File: src/rtl/vx_commit_gen_if.sv
// Commit-stage bus: execution-unit results in, lane-group commit beats out.
// The slave modport is the commit generator; the master modport is its environment.
interface vx_commit_gen_if #(
  parameter int NUM_THREADS = 4,
  parameter int NUM_LANES   = 2,
  parameter int XLEN        = 32,
  parameter int NW_WIDTH    = 2,
  parameter int NR_BITS     = 6,
  parameter int UUID_WIDTH  = 44
);
  localparam int NUM_PACKETS = NUM_THREADS / NUM_LANES;
  localparam int PID_WIDTH   = (NUM_PACKETS > 1) ? $clog2(NUM_PACKETS) : 1;

  logic                        in_valid;
  logic                        in_ready;
  logic [UUID_WIDTH-1:0]       in_uuid;
  logic [NW_WIDTH-1:0]         in_wid;
  logic [XLEN-1:0]             in_PC;
  logic                        in_wb;
  logic [NR_BITS-1:0]          in_rd;
  logic [NUM_THREADS-1:0]      in_tmask;
  logic [NUM_THREADS*XLEN-1:0] in_data;

  logic                        out_valid;
  logic                        out_ready;
  logic [UUID_WIDTH-1:0]       out_uuid;
  logic [NW_WIDTH-1:0]         out_wid;
  logic [XLEN-1:0]             out_PC;
  logic                        out_wb;
  logic [NR_BITS-1:0]          out_rd;
  logic [NUM_LANES-1:0]        out_tmask;
  logic [NUM_LANES*XLEN-1:0]   out_data;
  logic [PID_WIDTH-1:0]        out_pid;
  logic                        out_sop;
  logic                        out_eop;

  modport master (
    output in_valid, in_uuid, in_wid, in_PC, in_wb, in_rd, in_tmask, in_data, out_ready,
    input  in_ready, out_valid, out_uuid, out_wid, out_PC, out_wb, out_rd,
           out_tmask, out_data, out_pid, out_sop, out_eop
  );

  modport slave (
    input  in_valid, in_uuid, in_wid, in_PC, in_wb, in_rd, in_tmask, in_data, out_ready,
    output in_ready, out_valid, out_uuid, out_wid, out_PC, out_wb, out_rd,
           out_tmask, out_data, out_pid, out_sop, out_eop
  );
endinterface

File: src/rtl/vx_commit_gen.sv
// Buffers warp results in a small FIFO and splits the head entry into one commit
// beat per active lane group, skipping groups whose thread mask slice is empty.
module vx_commit_gen #(
  parameter int NUM_THREADS = 4,
  parameter int NUM_LANES   = 2,
  parameter int DEPTH       = 4,
  parameter int XLEN        = 32,
  parameter int NW_WIDTH    = 2,
  parameter int NR_BITS     = 6,
  parameter int UUID_WIDTH  = 44,
  localparam int NUM_PACKETS = NUM_THREADS / NUM_LANES,
  localparam int PID_WIDTH   = (NUM_PACKETS > 1) ? $clog2(NUM_PACKETS) : 1,
  localparam int AW          = $clog2(DEPTH),
  localparam int CNT_WIDTH   = AW + 1
) (
  input  logic                 clk,
  input  logic                 reset,
  vx_commit_gen_if.slave       io_bus,
  output logic [CNT_WIDTH-1:0] o_count
);

  logic [UUID_WIDTH-1:0]       r_uuid  [DEPTH];
  logic [NW_WIDTH-1:0]         r_wid   [DEPTH];
  logic [XLEN-1:0]             r_pc    [DEPTH];
  logic                        r_wb    [DEPTH];
  logic [NR_BITS-1:0]          r_rd    [DEPTH];
  logic [NUM_THREADS-1:0]      r_tmask [DEPTH];
  logic [NUM_THREADS*XLEN-1:0] r_data  [DEPTH];

  logic [AW-1:0]               r_wrPtr;
  logic [AW-1:0]               r_rdPtr;
  logic [CNT_WIDTH-1:0]        r_count;
  logic [NUM_PACKETS-1:0]      r_doneMask;

  logic [NUM_THREADS-1:0]      w_headTmask;
  logic [NUM_THREADS*XLEN-1:0] w_headData;
  logic [NUM_PACKETS-1:0]      w_groupActive;
  logic [NUM_PACKETS-1:0]      w_pending;
  logic [NUM_PACKETS-1:0]      w_curOnehot;
  logic [PID_WIDTH-1:0]        w_curPid;
  logic                        w_isLast;
  logic                        w_push;
  logic                        w_fire;
  logic                        w_pop;

  assign w_headTmask = r_tmask[r_rdPtr];
  assign w_headData  = r_data[r_rdPtr];

  assign io_bus.in_ready  = (r_count < CNT_WIDTH'(DEPTH));
  assign io_bus.out_valid = (r_count != '0);

  assign w_push = io_bus.in_valid && io_bus.in_ready;
  assign w_fire = io_bus.out_valid && io_bus.out_ready;
  assign w_pop  = w_fire && w_isLast;

  always_comb begin
    w_groupActive = '0;
    for (int g = 0; g < NUM_PACKETS; g++) begin
      w_groupActive[g] = |w_headTmask[g*NUM_LANES +: NUM_LANES];
    end
  end

  assign w_pending = w_groupActive & ~r_doneMask;

  // Lowest pending group is the current beat; an all-zero mask falls back to group 0.
  always_comb begin
    w_curOnehot = '0;
    w_curPid    = '0;
    for (int g = NUM_PACKETS - 1; g >= 0; g--) begin
      if (w_pending[g]) begin
        w_curOnehot    = '0;
        w_curOnehot[g] = 1'b1;
        w_curPid       = PID_WIDTH'(g);
      end
    end
  end

  assign w_isLast = ((w_pending & ~w_curOnehot) == '0);

  always_comb begin
    io_bus.out_tmask = w_headTmask[0 +: NUM_LANES];
    io_bus.out_data  = w_headData[0 +: NUM_LANES*XLEN];
    for (int g = 0; g < NUM_PACKETS; g++) begin
      if (w_curOnehot[g]) begin
        io_bus.out_tmask = w_headTmask[g*NUM_LANES +: NUM_LANES];
        io_bus.out_data  = w_headData[g*NUM_LANES*XLEN +: NUM_LANES*XLEN];
      end
    end
  end

  assign io_bus.out_pid  = w_curPid;
  assign io_bus.out_sop  = (r_doneMask == '0);
  assign io_bus.out_eop  = w_isLast;
  assign io_bus.out_uuid = r_uuid[r_rdPtr];
  assign io_bus.out_wid  = r_wid[r_rdPtr];
  assign io_bus.out_PC   = r_pc[r_rdPtr];
  assign io_bus.out_wb   = r_wb[r_rdPtr];
  assign io_bus.out_rd   = r_rd[r_rdPtr];
  assign o_count         = r_count;

  // Payload storage carries no reset; validity is tracked by the pointers and count.
  always_ff @(posedge clk) begin
    if (w_push) begin
      r_uuid[r_wrPtr]  <= io_bus.in_uuid;
      r_wid[r_wrPtr]   <= io_bus.in_wid;
      r_pc[r_wrPtr]    <= io_bus.in_PC;
      r_wb[r_wrPtr]    <= io_bus.in_wb;
      r_rd[r_wrPtr]    <= io_bus.in_rd;
      r_tmask[r_wrPtr] <= io_bus.in_tmask;
      r_data[r_wrPtr]  <= io_bus.in_data;
    end
  end

  always_ff @(posedge clk) begin
    if (reset) begin
      r_wrPtr    <= '0;
      r_rdPtr    <= '0;
      r_count    <= '0;
      r_doneMask <= '0;
    end else begin
      if (w_push) begin
        r_wrPtr <= r_wrPtr + AW'(1);
      end
      if (w_pop) begin
        r_rdPtr    <= r_rdPtr + AW'(1);
        r_doneMask <= '0;
      end else if (w_fire) begin
        r_doneMask <= r_doneMask | w_curOnehot;
      end
      if (w_push && !w_pop) begin
        r_count <= r_count + CNT_WIDTH'(1);
      end else if (!w_push && w_pop) begin
        r_count <= r_count - CNT_WIDTH'(1);
      end
    end
  end

endmodule

File: src/flat_wrapper.sv
// flat-port wrapper written by rule: the top's interface ports become plain ports
module vx_commit_gen_flat 
#(
  parameter int NUM_THREADS = 4,
  parameter int NUM_LANES   = 2,
  parameter int DEPTH       = 4,
  parameter int XLEN        = 32,
  parameter int NW_WIDTH    = 2,
  parameter int NR_BITS     = 6,
  parameter int UUID_WIDTH  = 44,
  localparam int NUM_PACKETS = NUM_THREADS / NUM_LANES,
  localparam int PID_WIDTH   = (NUM_PACKETS > 1) ? $clog2(NUM_PACKETS) : 1,
  localparam int AW          = $clog2(DEPTH),
  localparam int CNT_WIDTH   = AW + 1
)
  (clk, reset, o_count, io_bus_in_valid, io_bus_in_uuid, io_bus_in_wid, io_bus_in_PC, io_bus_in_wb, io_bus_in_rd, io_bus_in_tmask, io_bus_in_data, io_bus_out_ready, io_bus_in_ready, io_bus_out_valid, io_bus_out_uuid, io_bus_out_wid, io_bus_out_PC, io_bus_out_wb, io_bus_out_rd, io_bus_out_tmask, io_bus_out_data, io_bus_out_pid, io_bus_out_sop, io_bus_out_eop);
  vx_commit_gen_if #(.NUM_THREADS(NUM_THREADS), .NUM_LANES(NUM_LANES), .XLEN(XLEN), .NW_WIDTH(NW_WIDTH), .NR_BITS(NR_BITS), .UUID_WIDTH(UUID_WIDTH)) io_bus_i ();
  input  logic clk;
  input  logic reset;
  output logic [CNT_WIDTH-1:0] o_count;
  input wire logic [$bits(io_bus_i.in_valid)-1:0] io_bus_in_valid;
  input wire logic [$bits(io_bus_i.in_uuid)-1:0] io_bus_in_uuid;
  input wire logic [$bits(io_bus_i.in_wid)-1:0] io_bus_in_wid;
  input wire logic [$bits(io_bus_i.in_PC)-1:0] io_bus_in_PC;
  input wire logic [$bits(io_bus_i.in_wb)-1:0] io_bus_in_wb;
  input wire logic [$bits(io_bus_i.in_rd)-1:0] io_bus_in_rd;
  input wire logic [$bits(io_bus_i.in_tmask)-1:0] io_bus_in_tmask;
  input wire logic [$bits(io_bus_i.in_data)-1:0] io_bus_in_data;
  input wire logic [$bits(io_bus_i.out_ready)-1:0] io_bus_out_ready;
  output wire logic [$bits(io_bus_i.in_ready)-1:0] io_bus_in_ready;
  output wire logic [$bits(io_bus_i.out_valid)-1:0] io_bus_out_valid;
  output wire logic [$bits(io_bus_i.out_uuid)-1:0] io_bus_out_uuid;
  output wire logic [$bits(io_bus_i.out_wid)-1:0] io_bus_out_wid;
  output wire logic [$bits(io_bus_i.out_PC)-1:0] io_bus_out_PC;
  output wire logic [$bits(io_bus_i.out_wb)-1:0] io_bus_out_wb;
  output wire logic [$bits(io_bus_i.out_rd)-1:0] io_bus_out_rd;
  output wire logic [$bits(io_bus_i.out_tmask)-1:0] io_bus_out_tmask;
  output wire logic [$bits(io_bus_i.out_data)-1:0] io_bus_out_data;
  output wire logic [$bits(io_bus_i.out_pid)-1:0] io_bus_out_pid;
  output wire logic [$bits(io_bus_i.out_sop)-1:0] io_bus_out_sop;
  output wire logic [$bits(io_bus_i.out_eop)-1:0] io_bus_out_eop;
  assign io_bus_i.in_valid = io_bus_in_valid;
  assign io_bus_i.in_uuid = io_bus_in_uuid;
  assign io_bus_i.in_wid = io_bus_in_wid;
  assign io_bus_i.in_PC = io_bus_in_PC;
  assign io_bus_i.in_wb = io_bus_in_wb;
  assign io_bus_i.in_rd = io_bus_in_rd;
  assign io_bus_i.in_tmask = io_bus_in_tmask;
  assign io_bus_i.in_data = io_bus_in_data;
  assign io_bus_i.out_ready = io_bus_out_ready;
  assign io_bus_in_ready = io_bus_i.in_ready;
  assign io_bus_out_valid = io_bus_i.out_valid;
  assign io_bus_out_uuid = io_bus_i.out_uuid;
  assign io_bus_out_wid = io_bus_i.out_wid;
  assign io_bus_out_PC = io_bus_i.out_PC;
  assign io_bus_out_wb = io_bus_i.out_wb;
  assign io_bus_out_rd = io_bus_i.out_rd;
  assign io_bus_out_tmask = io_bus_i.out_tmask;
  assign io_bus_out_data = io_bus_i.out_data;
  assign io_bus_out_pid = io_bus_i.out_pid;
  assign io_bus_out_sop = io_bus_i.out_sop;
  assign io_bus_out_eop = io_bus_i.out_eop;
  vx_commit_gen #(.NUM_THREADS(NUM_THREADS), .NUM_LANES(NUM_LANES), .DEPTH(DEPTH), .XLEN(XLEN), .NW_WIDTH(NW_WIDTH), .NR_BITS(NR_BITS), .UUID_WIDTH(UUID_WIDTH)) u_core (.clk(clk), .reset(reset), .io_bus(io_bus_i), .o_count(o_count));
endmodule
File: config.mk
export PLATFORM = sky130hd
export DESIGN_NAME = vx_commit_gen_flat
export DESIGN_NICKNAME = d
export VERILOG_FILES = /design/src/rtl/vx_commit_gen_if.sv /design/src/rtl/vx_commit_gen.sv /design/src/flat_wrapper.sv
export SDC_FILE = /design/constraint.sdc
export NUM_CORES = 1
export LEC_CHECK = 0
export CORE_AREA = 2 2 237 239
export DETAILED_ROUTE_END_ITERATION = 8
export DIE_AREA = 0 0 239 241
export DONT_BUFFER_PORTS = 1
export GPL_ROUTABILITY_DRIVEN = 0
export HOLD_SLACK_MARGIN = 0.02
export PLACE_DENSITY = 0.75
export SYNTH_ARGS = -nofsm -noshare
export SYNTH_HDL_FRONTEND = slang
export SYNTH_SLANG_ARGS = --single-unit
export TNS_END_PERCENT = 5
File: constraint.sdc
create_clock -name clk -period 13.7 [get_ports clk]
set_input_delay 2.055 -clock clk [delete_from_list [all_inputs] [get_ports clk]]
set_output_delay 2.055 -clock clk [all_outputs]
set_load 0.02 [all_outputs]
# Word-level counts from Yosys, hierarchy flattened
# Memories as Yosys holds them, arrays and structs flattened. A register that Yosys moved wholly into a read port is not among the register bits.
# Cells that the tools add are included.
[totals] ff_bits=9 ram_bits=868 output_inout_bits=159 elab_cells=59 n_memories=7
[mem_list] memory="u_core.r_data" words=4 word_bits=128 read_ports=1 rd_ports_with_merged_regs=1 write_ports=1 line_no="vx_commit_gen.sv:28" source="logic [NUM_THREADS*XLEN-1:0] r_data [DEPTH];"
[mem_list] memory="u_core.r_uuid" words=4 word_bits=44 read_ports=1 rd_ports_with_merged_regs=1 write_ports=1 line_no="vx_commit_gen.sv:22" source="logic [UUID_WIDTH-1:0] r_uuid [DEPTH];"
[mem_list] memory="u_core.r_pc" words=4 word_bits=32 read_ports=1 rd_ports_with_merged_regs=1 write_ports=1 line_no="vx_commit_gen.sv:24" source="logic [XLEN-1:0] r_pc [DEPTH];"
[mem_list] memory="u_core.r_rd" words=4 word_bits=6 read_ports=1 rd_ports_with_merged_regs=1 write_ports=1 line_no="vx_commit_gen.sv:26" source="logic [NR_BITS-1:0] r_rd [DEPTH];"
[mem_list] memory="u_core.r_tmask" words=4 word_bits=4 read_ports=1 rd_ports_with_merged_regs=1 write_ports=1 line_no="vx_commit_gen.sv:27" source="logic [NUM_THREADS-1:0] r_tmask [DEPTH];"
[mem_list] memory="u_core.r_wid" words=4 word_bits=2 read_ports=1 rd_ports_with_merged_regs=1 write_ports=1 line_no="vx_commit_gen.sv:23" source="logic [NW_WIDTH-1:0] r_wid [DEPTH];"
[mem_list] memory="1 more memories"
[classes] add_sub_neg=4 n_lt_le_gt_ge=1 muxes=24 bitwise_logic=5 reduce_logical=14
[ops] operator="two-way mux 64 bit" n=1
[ops] operator="two-way mux 2 bit" n=17
[ops] operator="two-way mux 3 bit" n=2
[ops] operator="OR reduction 2 bit" n=3
[ops] operator="logical AND 1 bit" n=5
[ops] operator="adder 2 x 1 -> 2 bit (second input constant)" n=2
[ops] operator="bitwise AND 2 bit" n=2
[ops] operator="logical NOT 2 bit" n=2
[ops] operator="two-way mux 1 bit" n=4
[ops] operator="NOT 2 bit" n=2
[ops] operator="adder 3 x 1 -> 3 bit (second input constant)" n=1
[ops] operator="< comparator 3 bit (second input constant)" n=1
[ops] operator="nonzero test 3 bit" n=1
[ops] operator="subtractor 3 x 1 -> 3 bit (second input constant)" n=1
[ops] operator="logical NOT 1 bit" n=2
[ops] operator="OR 2 bit" n=1
[ops] operator="nonzero test 2 bit" n=1

# Logic depth before layout (Yosys ltp)
# Gate-level depths: netlist (run 1).
[logic_depth] ltp_word=11 ltp_mapped=11 mapped_depth_nobuf=10

# Worst setup path before layout (run 1)
# OpenSTA, ideal clock, no wires.
[synth_timing] path_kind="input to register" startpoint="input io_bus_in_valid" endpoint="memory u_core.r_data[0][0] (netlist name) (enable)" setup_time_ns=0.605 arrival_ns=7.377 setup_slack_ns=5.719 path_stages=3 path_cell_list="nor2b_1 -> clkbuf_1 -> and2_1"
[synth_between] elab_chain_cells=3
[synth_rtl] item="start, declared" line_no="flat_wrapper.sv:21" source="input wire logic [$bits(io_bus_i.in_valid)-1:0] io_bus_in_valid;"
[synth_rtl] item="logical AND 1 bit" line_no="vx_commit_gen.sv:52" source="assign w_push = io_bus.in_valid && io_bus.in_ready;"
[synth_rtl] item="via u_core.w_push" line_no="vx_commit_gen.sv:42" source="logic w_push;"
[synth_rtl] item="two-way mux 1 bit" line_no="vx_commit_gen.sv:103" source="if (w_push) begin"
[synth_rtl] item="two-way mux 1 bit (not written as such)" line_no="vx_commit_gen.sv:110" source="r_data[r_wrPtr] <= io_bus.in_data;"
[synth_rtl] item="end, declared" line_no="vx_commit_gen.sv:28"
# The timed path passes the listed nets, and every way through them passes these cells.

==> results of run 1 <==
cell families after synthesis:
kind of cell             share of synthesized area (%)
XOR/XNOR                                       0.08053
buffers and inverters                           0.9394
flip-flops                                       80.55
adder cells (fa/ha/maj)                         0.2531
AND/OR/NAND/NOR                                 0.3336
AO/OA/AOI/OAI                                   0.2300
multiplexers                                     17.62
worst reg2reg max path: stages, from the launching register on:
cell	delay [ns]
dfxtp_4	0.81
buf_4	0.84
mux4_2	0.70
o221a_2	0.33
inv_1	0.22
nand2_1	0.12
ha_1	0.23
inv_1	0.08
fa_1	0.18
xor2_1	0.07
or3_1	0.32
a21oi_1	0.15
path summary, 6_finish.rpt:
kind | end | slack [ns] | cells after the start
hold / removal | u_core.r_doneMask[0]$_SDFFE_PP0P_ | 0.51 | 2
setup / recovery | io_bus_out_data[4] | 7.49 | 5
hold reg to reg | u_core.r_doneMask[0]$_SDFFE_PP0P_ | 0.51 | 2
setup reg to reg | u_core.o_count[2]$_SDFFE_PP0P_ | 9.58 | 11
per-layer routing:
| metal | vias to the layer above | part of all wire [%] |
|---|---|---|
| met2 | 469 | 50 |
| met3 | 90 | 10 |
| li1 | 5556 | - |
| met5 | - | 0 |
| met4 | 0 | 2.4 |
| met1 | 6952 | 37 |
state kept, by name, indices dropped and copies added, names as in the netlist, named ones only:
signal             count
u_core.o_count         3
u_core.r_tmask        16
u_core.r_rd           24
u_core.r_rdPtr         2
u_core.r_wb            4
u_core.r_data        512
u_core.r_doneMask      2
u_core.r_pc          128
u_core.r_uuid        176
u_core.r_wid           8
u_core.r_wrPtr         2
per-stage QoR:
stage | setup slack, ns | util (%) | hold WS, ns | instances
5_1_grt | 7.030 | 65.86 | 0.5294 | 2092
2_1_floorplan | 5.719 | - | 0.4556 | 1270
3_3_place_gp | 7.860 | 60.92 | 0.4947 | 1937
6_report | 7.489 | 65.86 | 0.5150 | 2092
4_1_cts | 7.252 | 65.86 | 0.5171 | 2092
3_5_place_dp | 7.900 | 60.92 | 0.5064 | 1937
where the power goes:
group | internal, mW | total, mW | switching [mW]
logic | 0.529 | 1.36 | 0.829
registers | 3.27 | 3.36 | 0.0901
clock network | 1.31 | 2.26 | 0.950
Yosys cell counts (3+ instances only):
cell type and number:
edfxtp_1 868, mux4_2 217, mux2_2 37, mux2_4 29
buf_2 23, clkbuf_1 21, dfxtp_1 11, buf_1 8
inv_1 8, nor2_1 7, a21oi_1 6, and2_1 5
ha_1 5, buf_6 4, nand2_1 4, or3_1 3
cell type report:
| class | count | area share [%] |
|---|---|---|
| sequential | 879 | 72.75 |
| clock inverter | 54 | 1.374 |
| multi-input combinational | 326 | 16.78 |
| tap | 704 | 2.437 |
| timing repair buffer | 20 | 0.4500 |
| clock buffer | 101 | 6.134 |
| inverter | 8 | 0.08308 |
==> summary.md, run 1 <==
| Metric | Value |
|---|---|
| Total track usage | 21.34% |
| Placed instance area | 0.03343 mm^2 |
| Post-Syn Instances | 1270 |
| Post-cts gate resize count | 0 |
| Die Span Y | 241 um |
| Via count | 13.07k |
| # setup viols final | 0 |
| Worst Path Max Fanout | 39 |
| Final Skew | 0.02637 ns |
| Crit path time final | 6.211 ns |
| Pwr/cell area | 193.0 mW/mm^2 |
| Area occupied by multi-input gates | 0.006063 mm^2 |
| First-pass GRT wire length | 89300 um |
| Most common cell type on the critical path | buf_4 |
| Crit path max-delay family | buffers and inverters |
| CP arrival | 4.16 ns |
| Synth Cell Area | 0.03263 mm^2 |
| Met3 usage | 9.230% |
| Worst Setup End Kind | primary output |
| Total Die Area | 0.05760 mm^2 |
| Hold WC Path Type | register to register |
| Fin nets | 1545 |
| Final Hold Viols | 0 |
| Global Route met2 Usage | 34.44% |
| Final Max Slew Viols | 0 |
| Input/output buffers | 0 |
| WP buf/inv | 2 |
| Power Total | 6.977 mW |
| Design Area, Final | 0.03614 mm^2 |
| Clock sinks | 879 |
| Commonest cells after routing, fill and taps aside | 868 x edfxtp_1, 217 x mux4_2, 85 x clkbuf_16 |
| Number of global-route vias before repair | 14.00k |
| DR DRC count | 0 |
| Worst-skew pair later-pin latency | 0.63 ns |
| Max clock buf depth | 3 |
| Commonest non-fill, non-tap cell in the layout | edfxtp_1 |
| Total CTS buffers | 83 |
| Area Growth Syn to Fin | 10.75% |
| Fill count | 3335 |
| Post-Syn Area per Cell | 25.70 um^2 |
| Post-route ant nets | 0 |
| Core Footprint | 0.05488 mm^2 |
| Unrepaired setup endpoints after global routing | no |
| Antenna violations before repair | 0 |
| Die width | 239 um |
| I/O Pins | 380 |
| Worst slew pin tran | 1.093 ns |
| Worst IR drop on VDD | 0.1753 mV |
| Startpoint type of the worst setup path | register |
| Cell breakdown of the critical path | buf_4, mux4_2, o221ai_4, buf_4, mux2_2 |
| # Post-CTS Setup Buffers | 0 |
| Synth Register Bits | 879 |
| H-tree Lvls | 3 |
| N_diodes | 0 |
| Synth top area share | 79.87% |
| # hold bufs at CTS | 0 |
| Fmax | 161.0 MHz |
| Root Buffer | clkbuf_16 |
| LEAKAGE | 11.15 nW |
| Vias per std cell | 6.246 |
| Largest area contributor in the synthesized netlist | edfxtp_1 |
| Slowest-stage cell, CP | dfxtp_4 |
| Drt initial violations | 967 |
| Drt wl/cell | 28.99 um |
| CP max stage delay | 0.81 ns |
| Drt total wl | 60640 um |
| Required @ worst endpoint | 11.64 ns |
| Final Cycle Share | 45.33% |
| Initial Utilization | 59.47% |
| Max_cap viols | 0 |
| First drt pass iteration count | 5 |
| Main area contributors after synthesis | edfxtp_1 80%, mux4_2 15%, mux2_4 1.3% |
| Share of layout cells above drive strength 1 | 31.48% |
| Grt peak-use layer | met2 |
| Clock slew at reported path FFs | 0.06 ns |
| Setup TNS | 0 ns |
| Critical setup path kind | register to primary output |
| Warnings from Yosys | 0 |
| FF+latch area | 0.02629 mm^2 |
| Gr ovfl total | 0 |
| Sequential share of the synthesized area | 80.55% |
| Status | finished, final reports clean |
| CTS tree | yes |
| Syn Nets | 1497 |
| Post-synth ARST share | 0% |
| Slew HR | 27.16% |
| Hpwl dp | 35080 um |
| Worst min-delay path startpoint | u_core.r_doneMask[0]$_SDFFE_PP0P_ |
| Post-synth EDFFs | 868 |
| Ys flop type | edfxtp_1 |
| Row cnt | 86 |
| Cell variety after synth | 28 |
| Met1 usage | 26.62% |
| Largest net degree at the start of global routing | 156 |
Power figures use the tool's default switching activity.
==> run 2, diff against run 1 <==
Settings changed: ABC_AREA set to 1, CORE_AREA 2 2 237 239 to 2 2 245 247, DIE_AREA 0 0 239 241 to 0 0 247 249.
Clock period 13.7 ns to 5.7 ns, I/O delays scaled along.
==> run 2 against run 1 <==
  * Sequential cell count unchanged
  * Critical path depth up 4
  * Clock skew down 0.016 ns
  * Non-clock buffer count unchanged
  * Via count up 48%
  * Count of clock-buffer cells in the layout down 2
  * Sequential power up 140%
  * First-iteration DRC count up 56%
  * Area after synthesis up 1.9%
==> summary.md, run 2 <==
| Metric | Value |
|---|---|
| N_diodes | 0 (unchanged) |
| Fin nets | 2572 (+66%) |
| Largest regs | u_core.r_data x512, u_core.r_uuid x176, u_core.r_pc x128 |
| Main area contributors after synthesis | edfxtp_1 78%, o21ai_0 6.5%, nor2_1 4.9% |
| Synth top area share | 78.35% (-1.5 points) |
| Clock sinks | 879 (unchanged) |
| # setup viols final | 0 (unchanged) |
| Cell variety after synth | 19 (-32%) |
| Post-synth EDFFs | 868 (unchanged) |
| Most frequent cells after synthesis | 868 x edfxtp_1, 436 x nor2_1, 434 x o21ai_0, 225 x nand2_1, 213 x o22ai_1 |
| # hold bufs at CTS | 0 (unchanged) |
| Sequential share of the synthesized area | 79.02% (-1.5 points) |
| Crit path time final | 4.680 ns |
| Gr ovfl total | 0 (unchanged) |
| Number of global-route vias before repair | 19.27k (+38%) |
| H-tree Lvls | 3 (unchanged) |
| Max_cap viols | 0 (unchanged) |
| Max reg flops | 512 (unchanged) |
| Required @ worst endpoint | 4.85 ns (-6.79 ns) |
| Warnings from Yosys | 0 (unchanged) |
| Mux contribution to synthesized area | 0% (-18 points) |
| Final Cycle Share | 82.11% |
| Initial Utilization | 56.69% (-2.8 points) |
| Row cnt | 89 (+3.5%) |
| Root Buffer | clkbuf_16 |
| Post-Syn Area per Cell | 13.90 um^2 (-46%) |
| WHS Path Cells | 0 (-2) |
| FF-to-FF path depth | 14 (+3) |
| Simple-Gate Fraction of Synth Area | 7.677% (+7.3 points) |
| Total CTS buffers | 86 (+3.6%) |
| Input/output buffers | 0 (unchanged) |
| Post-Syn Instances | 2394 (+89%) |
| Met3 usage | 9.513% (+0.28 points) |
| Largest Register | u_core.r_data |
| Post-synthesis compound-gate area fraction | 10.71% (+10 points) |
| Finished Core Util | 62.61% (-3.3 points) |
| Drt wl/cell | 23.10 um (-20%) |
| Ys flop type | edfxtp_1 |
| Vias per std cell | 6.083 (-2.6%) |
| Global Route met2 Usage | 38.30% (+3.9 points) |
| # Post-CTS Setup Buffers | 0 (unchanged) |
| Fill count | 4067 (+22%) |
| Top-count cell post-synth | edfxtp_1 |
| Unrepaired setup endpoints after global routing | no |
| Adder-Cell Fraction of Synth Area | 0.2482% (-0.0048 points) |
| LEAKAGE | 12.17 nW (+9.1%) |
| I/O Pins | 380 (unchanged) |
| Startpoint type of the worst setup path | register |
| Final Hold Viols | 0 (unchanged) |
| First-pass GRT wire length | 109800 um (+23%) |
| Drt total wl | 73560 um (+21%) |
| Fmax | 213.7 MHz |
| Largest net degree at the start of global routing | 219 (+40%) |
| XOR/XNOR share of the synthesized area | 0% (-0.081 points) |
| Syn Nets | 2621 (+75%) |
| Die width | 247 um (+3.3%) |
| Via count | 19.37k (+48%) |
| Clock slew at reported path FFs | 0.06 ns (about the same) |
| Total track usage | 23.43% (+2.1 points) |
| First drt pass iteration count | 5 (unchanged) |
| Critical setup path kind | register to primary output |
| Commonest non-fill, non-tap cell in the layout | edfxtp_1 |
| Post-synth ARST share | 0% (unchanged) |
| Commonest cells after routing, fill and taps aside | 868 x edfxtp_1, 434 x o21ai_0, 432 x nor2_1 |
| Die Span Y | 249 um (+3.3%) |
| Final Skew | 0.01062 ns (-0.01575 ns) |
| Hold WC Path Type | primary input to register |
| Grt peak-use layer | met2 |
| Worst min-delay path startpoint | io_bus_in_PC[18] |
| Core Footprint | 0.05869 mm^2 (+6.9%) |
| CP arrival | 3.83 ns (-0.33 ns) |
| Met1 usage | 28.59% (+2.0 points) |
| Status | finished, final reports clean |
| Area Growth Syn to Fin | 10.45% |
| Worst IR drop on VDD | 0.4088 mV (+130%) |
| Worst slew pin tran | 1.195 ns (+0.1024 ns) |
| Synth Register Bits | 879 (unchanged) |
| Final Max Slew Viols | 0 (unchanged) |
| CTS tree | yes |
| Largest area contributor in the synthesized netlist | edfxtp_1 |
| Post-cts gate resize count | 0 (unchanged) |
| Post-route ant nets | 0 (unchanged) |
| Power Total | 18.74 mW (+170%) |
| Total Die Area | 0.06150 mm^2 (+6.8%) |
| Antenna violations before repair | 3 (+3) |
| Worst Setup End Kind | primary output |
| Pwr/cell area | 510.0 mW/mm^2 (+160%) |
| FF-to-FF End | u_core.o_count[2]$_SDFFE_PP0P_ |
| Hold endpoint | u_core.r_pc[1][18]$_DFFE_PP_ |
| Synth Cell Area | 0.03327 mm^2 (+1.9%) |
| Worst-skew pair later-pin latency | 0.62 ns (about the same) |
| Share of layout cells above drive strength 1 | 6.387% (-25 points) |
| R2R setup slack | 2.17 ns (-7.41 ns) |
| Drt initial violations | 1510 (+56%) |
| Largest family of logic cells by synthesized area | compound AO/OA/AOI/OAI gates |
| Slew HR | 20.33% (-6.8 points) |
| Hpwl dp | 39300 um (+12%) |
| DR DRC count | 0 (unchanged) |
| Max clock buf depth | 3 (unchanged) |
| Worst Path Max Fanout | 106 (+170%) |
## run 2: cell types whose count changed after synthesis, moves of 12 or more
cell,previous run,this run
o21ai_0,2,434
nor2_1,7,436
nand2_1,4,225
mux4_2,217,0
o22ai_1,0,213
clkbuf_1,21,108
mux2_2,37,0
mux2_4,29,0
buf_4,1,16
nand3_1,0,12
## run 2: how the worst max path moves through the flow
stage	from	endpoint	slack [ns]	depth (start not counted)
3_3_place_gp	register	io_bus_out_tmask[0]	1.60	9
5_1_grt	register	io_bus_out_tmask[0]	0.67	9
3_5_place_dp	register	io_bus_out_tmask[0]	1.58	9
6_report	register	io_bus_out_tmask[0]	1.02	9
4_1_cts	register	io_bus_out_tmask[0]	0.90	9
2_1_floorplan	io_bus_in_valid	u_core.r_data[0][0]$_DFFE_PP_	-1.48	2
## run 2: cell type report
class / count / area, um^2 / share of cell area, %
inverter: 19 / 83.83 / 0.2282
clock inverter: 55 / 673.1 / 1.832
timing repair buffer: 20 / 275.3 / 0.7492
clock buffer: 99 / 2211 / 6.017
tap: 773 / 967.2 / 2.632
multi-input combinational: 1339 / 6240 / 16.98
sequential: 879 / 26290 / 71.56
## run 2: cells by family (layout without fill, tap and decap cells)
family | Yosys count | in the layout
buf+inv | 176 | 193
simple gates | 675 | 675
compound gates | 658 | 658
fa+ha+maj | 6 | 6
flops | 879 | 879
## run 2: metal layers
layer	up-vias	routed length, um
li1	8772	-
met1	9700	27700
met2	784	35870
met3	108	8458
met4	4	1506
met5	-	27
## run 2: worst max-delay path, stage by stage (launching register included)
cell	delay, ns
dfxtp_4	0.37
buf_4	0.83
nand2_1	0.11
nand3_1	0.13
nand2_1	0.08
nand2_1	0.08
nand2_1	0.11
inv_2	0.10
nand2_4	0.52
o21ai_0	0.85
## run 2: through the flow
stage / setup WS, ns / cell area [um^2] / hold WS [ns] / instances / setup TNS, ns
after CTS: 0.8962 / 36740 / 0.2843 / 3184 / 0
final: 1.020 / 36740 / 0.3197 / 3184 / 0
after floorplan: -1.484 / 33280 / 0.4487 / 2394 / -1287.92
after global placement: 1.597 / 33860 / 0.4650 / 3030 / 0
after global routing: 0.6709 / 36740 / 0.2951 / 3184 / 0
after detailed placement: 1.575 / 33860 / 0.4856 / 3030 / 0
## run 2: power by group
part           switching (mW)  internal [mW]
Sequential              0.168           7.86
Combinational            4.01          0.955
Clock                    2.32           3.43
Total                    6.50           12.2
==> run 3, diff against run 2 <==
Clock period 5.7 ns to 4 ns, I/O delays scaled along.
==> run 3 against run 2 <==
  * Non-clock buffer count is 21 higher
  * Final cell count is 1.0% higher
  * Via count is 0.28% lower
  * Register-to-register slack worse by 0.96 ns
  * Wire length is 0.84% higher
  * Utilization is 0.37 points higher
  * Largest power group unchanged
  * Design area is 0.59% higher
  * Critical path type unchanged
  * Highest routed layer unchanged
  * Critical endpoint is now io_bus_out_data[13]
==> summary.md, run 3 (synthesis results as in run 2) <==
| Metric | Value |
|---|---|
| Status | finished, final reports clean |
| Hold WC Path Type | primary input to register |
| Number of global-route vias before repair | 19.06k (-1.1%) |
| Max_cap viols | 0 (unchanged) |
| Worst slew pin tran | 1.473 ns (+0.2780 ns) |
| First drt pass iteration count | 5 (unchanged) |
| Largest regs | u_core.r_data x512, u_core.r_uuid x176, u_core.r_pc x128 |
| Post-route ant nets | 0 (unchanged) |
| Fill count | 4031 (-0.89%) |
| CP arrival | 3.04 ns (-0.79 ns) |
| Pwr/cell area | 716.9 mW/mm^2 (+41%) |
| Row cnt | 89 (unchanged) |
| Core Footprint | 0.05869 mm^2 (unchanged) |
| Commonest non-fill, non-tap cell in the layout | edfxtp_1 |
| Required @ worst endpoint | 3.40 ns (-1.45 ns) |
| Largest Register | u_core.r_data |
| Non-Filler Instances | 3216 (+1.0%) |
| Die Span Y | 249 um (unchanged) |
| Setup TNS | 0 ns (unchanged) |
| LEAKAGE | 12.26 nW (+0.78%) |
| Share of layout cells above drive strength 1 | 7.421% (+1.0 points) |
| Initial Utilization | 56.69% (unchanged) |
| First-pass GRT wire length | 110300 um (+0.43%) |
| Hold WS | 0.06014 ns (-0.2596 ns) |
| Vias per std cell | 6.005 (-1.3%) |
| Crit path time final | 3.643 ns |
| R2R setup slack | 1.21 ns (-0.96 ns) |
| Drt wl/cell | 23.07 um (-0.16%) |
| FF-to-FF End | u_core.o_count[2]$_SDFFE_PP0P_ |
| Final Hold Viols | 0 (unchanged) |
| # Post-CTS Setup Buffers | 0 (unchanged) |
| Clock slew at reported path FFs | 0.06 ns (about the same) |
| Post-placement cell count | 3051 (+0.69%) |
| I/O Pins | 380 (unchanged) |
| Critical setup path kind | register to primary output |
| Worst Setup End Kind | primary output |
| Die width | 247 um (unchanged) |
| Total CTS buffers | 87 (+1.2%) |
| Unrepaired setup endpoints after global routing | no |
| # hold bufs at CTS | 0 (unchanged) |
| CTS tree | yes |
| Total Die Area | 0.06150 mm^2 (unchanged) |
| Final Max Slew Viols | 0 (unchanged) |
| # setup viols final | 0 (unchanged) |
| Worst IR drop on VDD | 0.8091 mV (+98%) |
| Finished Core Util | 62.98% (+0.37 points) |
| Hold endpoint | u_core.r_pc[1][12]$_DFFE_PP_ |
| Root Buffer | clkbuf_16 |
| Gr ovfl total | 0 (unchanged) |
| Input/output buffers | 0 (unchanged) |
| Antenna violations before repair | 1 (-2) |
| Drt initial violations | 1866 (+24%) |
| Fmax | 274.5 MHz |
| Fin nets | 2594 (+0.86%) |
| WHS Path Cells | 0 (unchanged) |
| Slew HR | 1.796% (-19 points) |
| Commonest cells after routing, fill and taps aside | 868 x edfxtp_1, 434 x o21ai_0, 432 x nor2_1 |
| Post-cts gate resize count | 0 (unchanged) |
| Worst-skew pair later-pin latency | 0.63 ns (about the same) |
| Final Cycle Share | 91.09% |
| Area Growth Syn to Fin | 11.11% |
| Clock sinks | 879 (unchanged) |
| Drt total wl | 74180 um (+0.84%) |
| H-tree Lvls | 3 (unchanged) |
| Final Skew | 0.01174 ns (+0.001114 ns) |
| FF-to-FF path depth | 14 (unchanged) |
| Startpoint type of the worst setup path | register |
| Hpwl dp | 41870 um (+6.6%) |
| DR DRC count | 0 (unchanged) |
| Total track usage | 23.58% (+0.14 points) |
| Via count | 19.31k (-0.28%) |
| Worst min-delay path startpoint | io_bus_in_PC[12] |
| Max clock buf depth | 3 (unchanged) |
| Worst Path Max Fanout | 224 (+110%) |
| Largest net degree at the start of global routing | 225 (+2.7%) |
| Max reg flops | 512 (unchanged) |
[run 3: changes by cell type in the layout (fill, tap and decap cells not counted), sizes merged, moves of 4 or more]
| cell | delta |
|---|---|
| clkinv | +4 |
| buf | +21 |
| bufinv | -6 |
| clkbuf | +6 |
| clkinvlp | +4 |
| diode | +4 |
[run 3: metrics by stage]
| stage | area, um^2 | setup WS, ns | power (mW) |
|---|---|---|---|
| after detailed placement | 34140 | 1.144 | 18.73 |
| after CTS | 36950 | 0.4030 | 26.60 |
| after floorplan | 33310 | -0.3257 | 17.03 |
| final | 36960 | 0.3565 | 26.50 |
| after global routing | 36950 | 0.2213 | 27.60 |
| after global placement | 34140 | 1.172 | 18.52 |
[run 3: where the power goes]
group	internal (mW)	switching (mW)	total (mW)
Combinational	1.49	5.65	7.14
Clock	4.59	3.33	7.92
Sequential	11.2	0.251	11.4
Total	17.3	9.23	26.5
[run 3: area by class of cell]
class | count | area [um^2] | area share, %
sequential | 879 | 26290 | 71.14
multi-input combinational | 1339 | 6251 | 16.91
clock buffer | 105 | 2265 | 6.127
tap | 773 | 967.2 | 2.617
timing repair buffer | 41 | 545.5 | 1.476
clock inverter | 56 | 543.0 | 1.469
inverter | 19 | 86.33 | 0.2336
antenna | 4 | 10.01 | 0.02708
[run 3: worst max path at each step]
| stage | slack (ns) | to |
|---|---|---|
| 3_5_place_dp | 1.14 | io_bus_out_wid[0] |
| 5_1_grt | 0.22 | io_bus_out_data[16] |
| 3_3_place_gp | 1.17 | io_bus_out_uuid[42] |
| 2_1_floorplan | -0.33 | u_core.r_data[0][0]$_DFFE_PP_ |
| 6_report | 0.36 | io_bus_out_data[13] |
| 4_1_cts | 0.40 | io_bus_out_uuid[0] |
[run 3: per-layer routing]
metal	up-vias	GRT usage, %	part of all wire (%)
met2	855	37.41	48
met5	-	0	0.024
met1	9504	29.33	37
li1	8817	-	-
met4	2	7.900	2.5
met3	135	9.869	12
[run 3: critical path, stage by stage (launching register included)]
cell and delay [ns]:
dfxtp_4 0.40, inv_8 0.20, buf_12 0.49, o21ai_0 0.19
o22ai_1 0.37, nand2_1 0.13, nand2_1 0.20
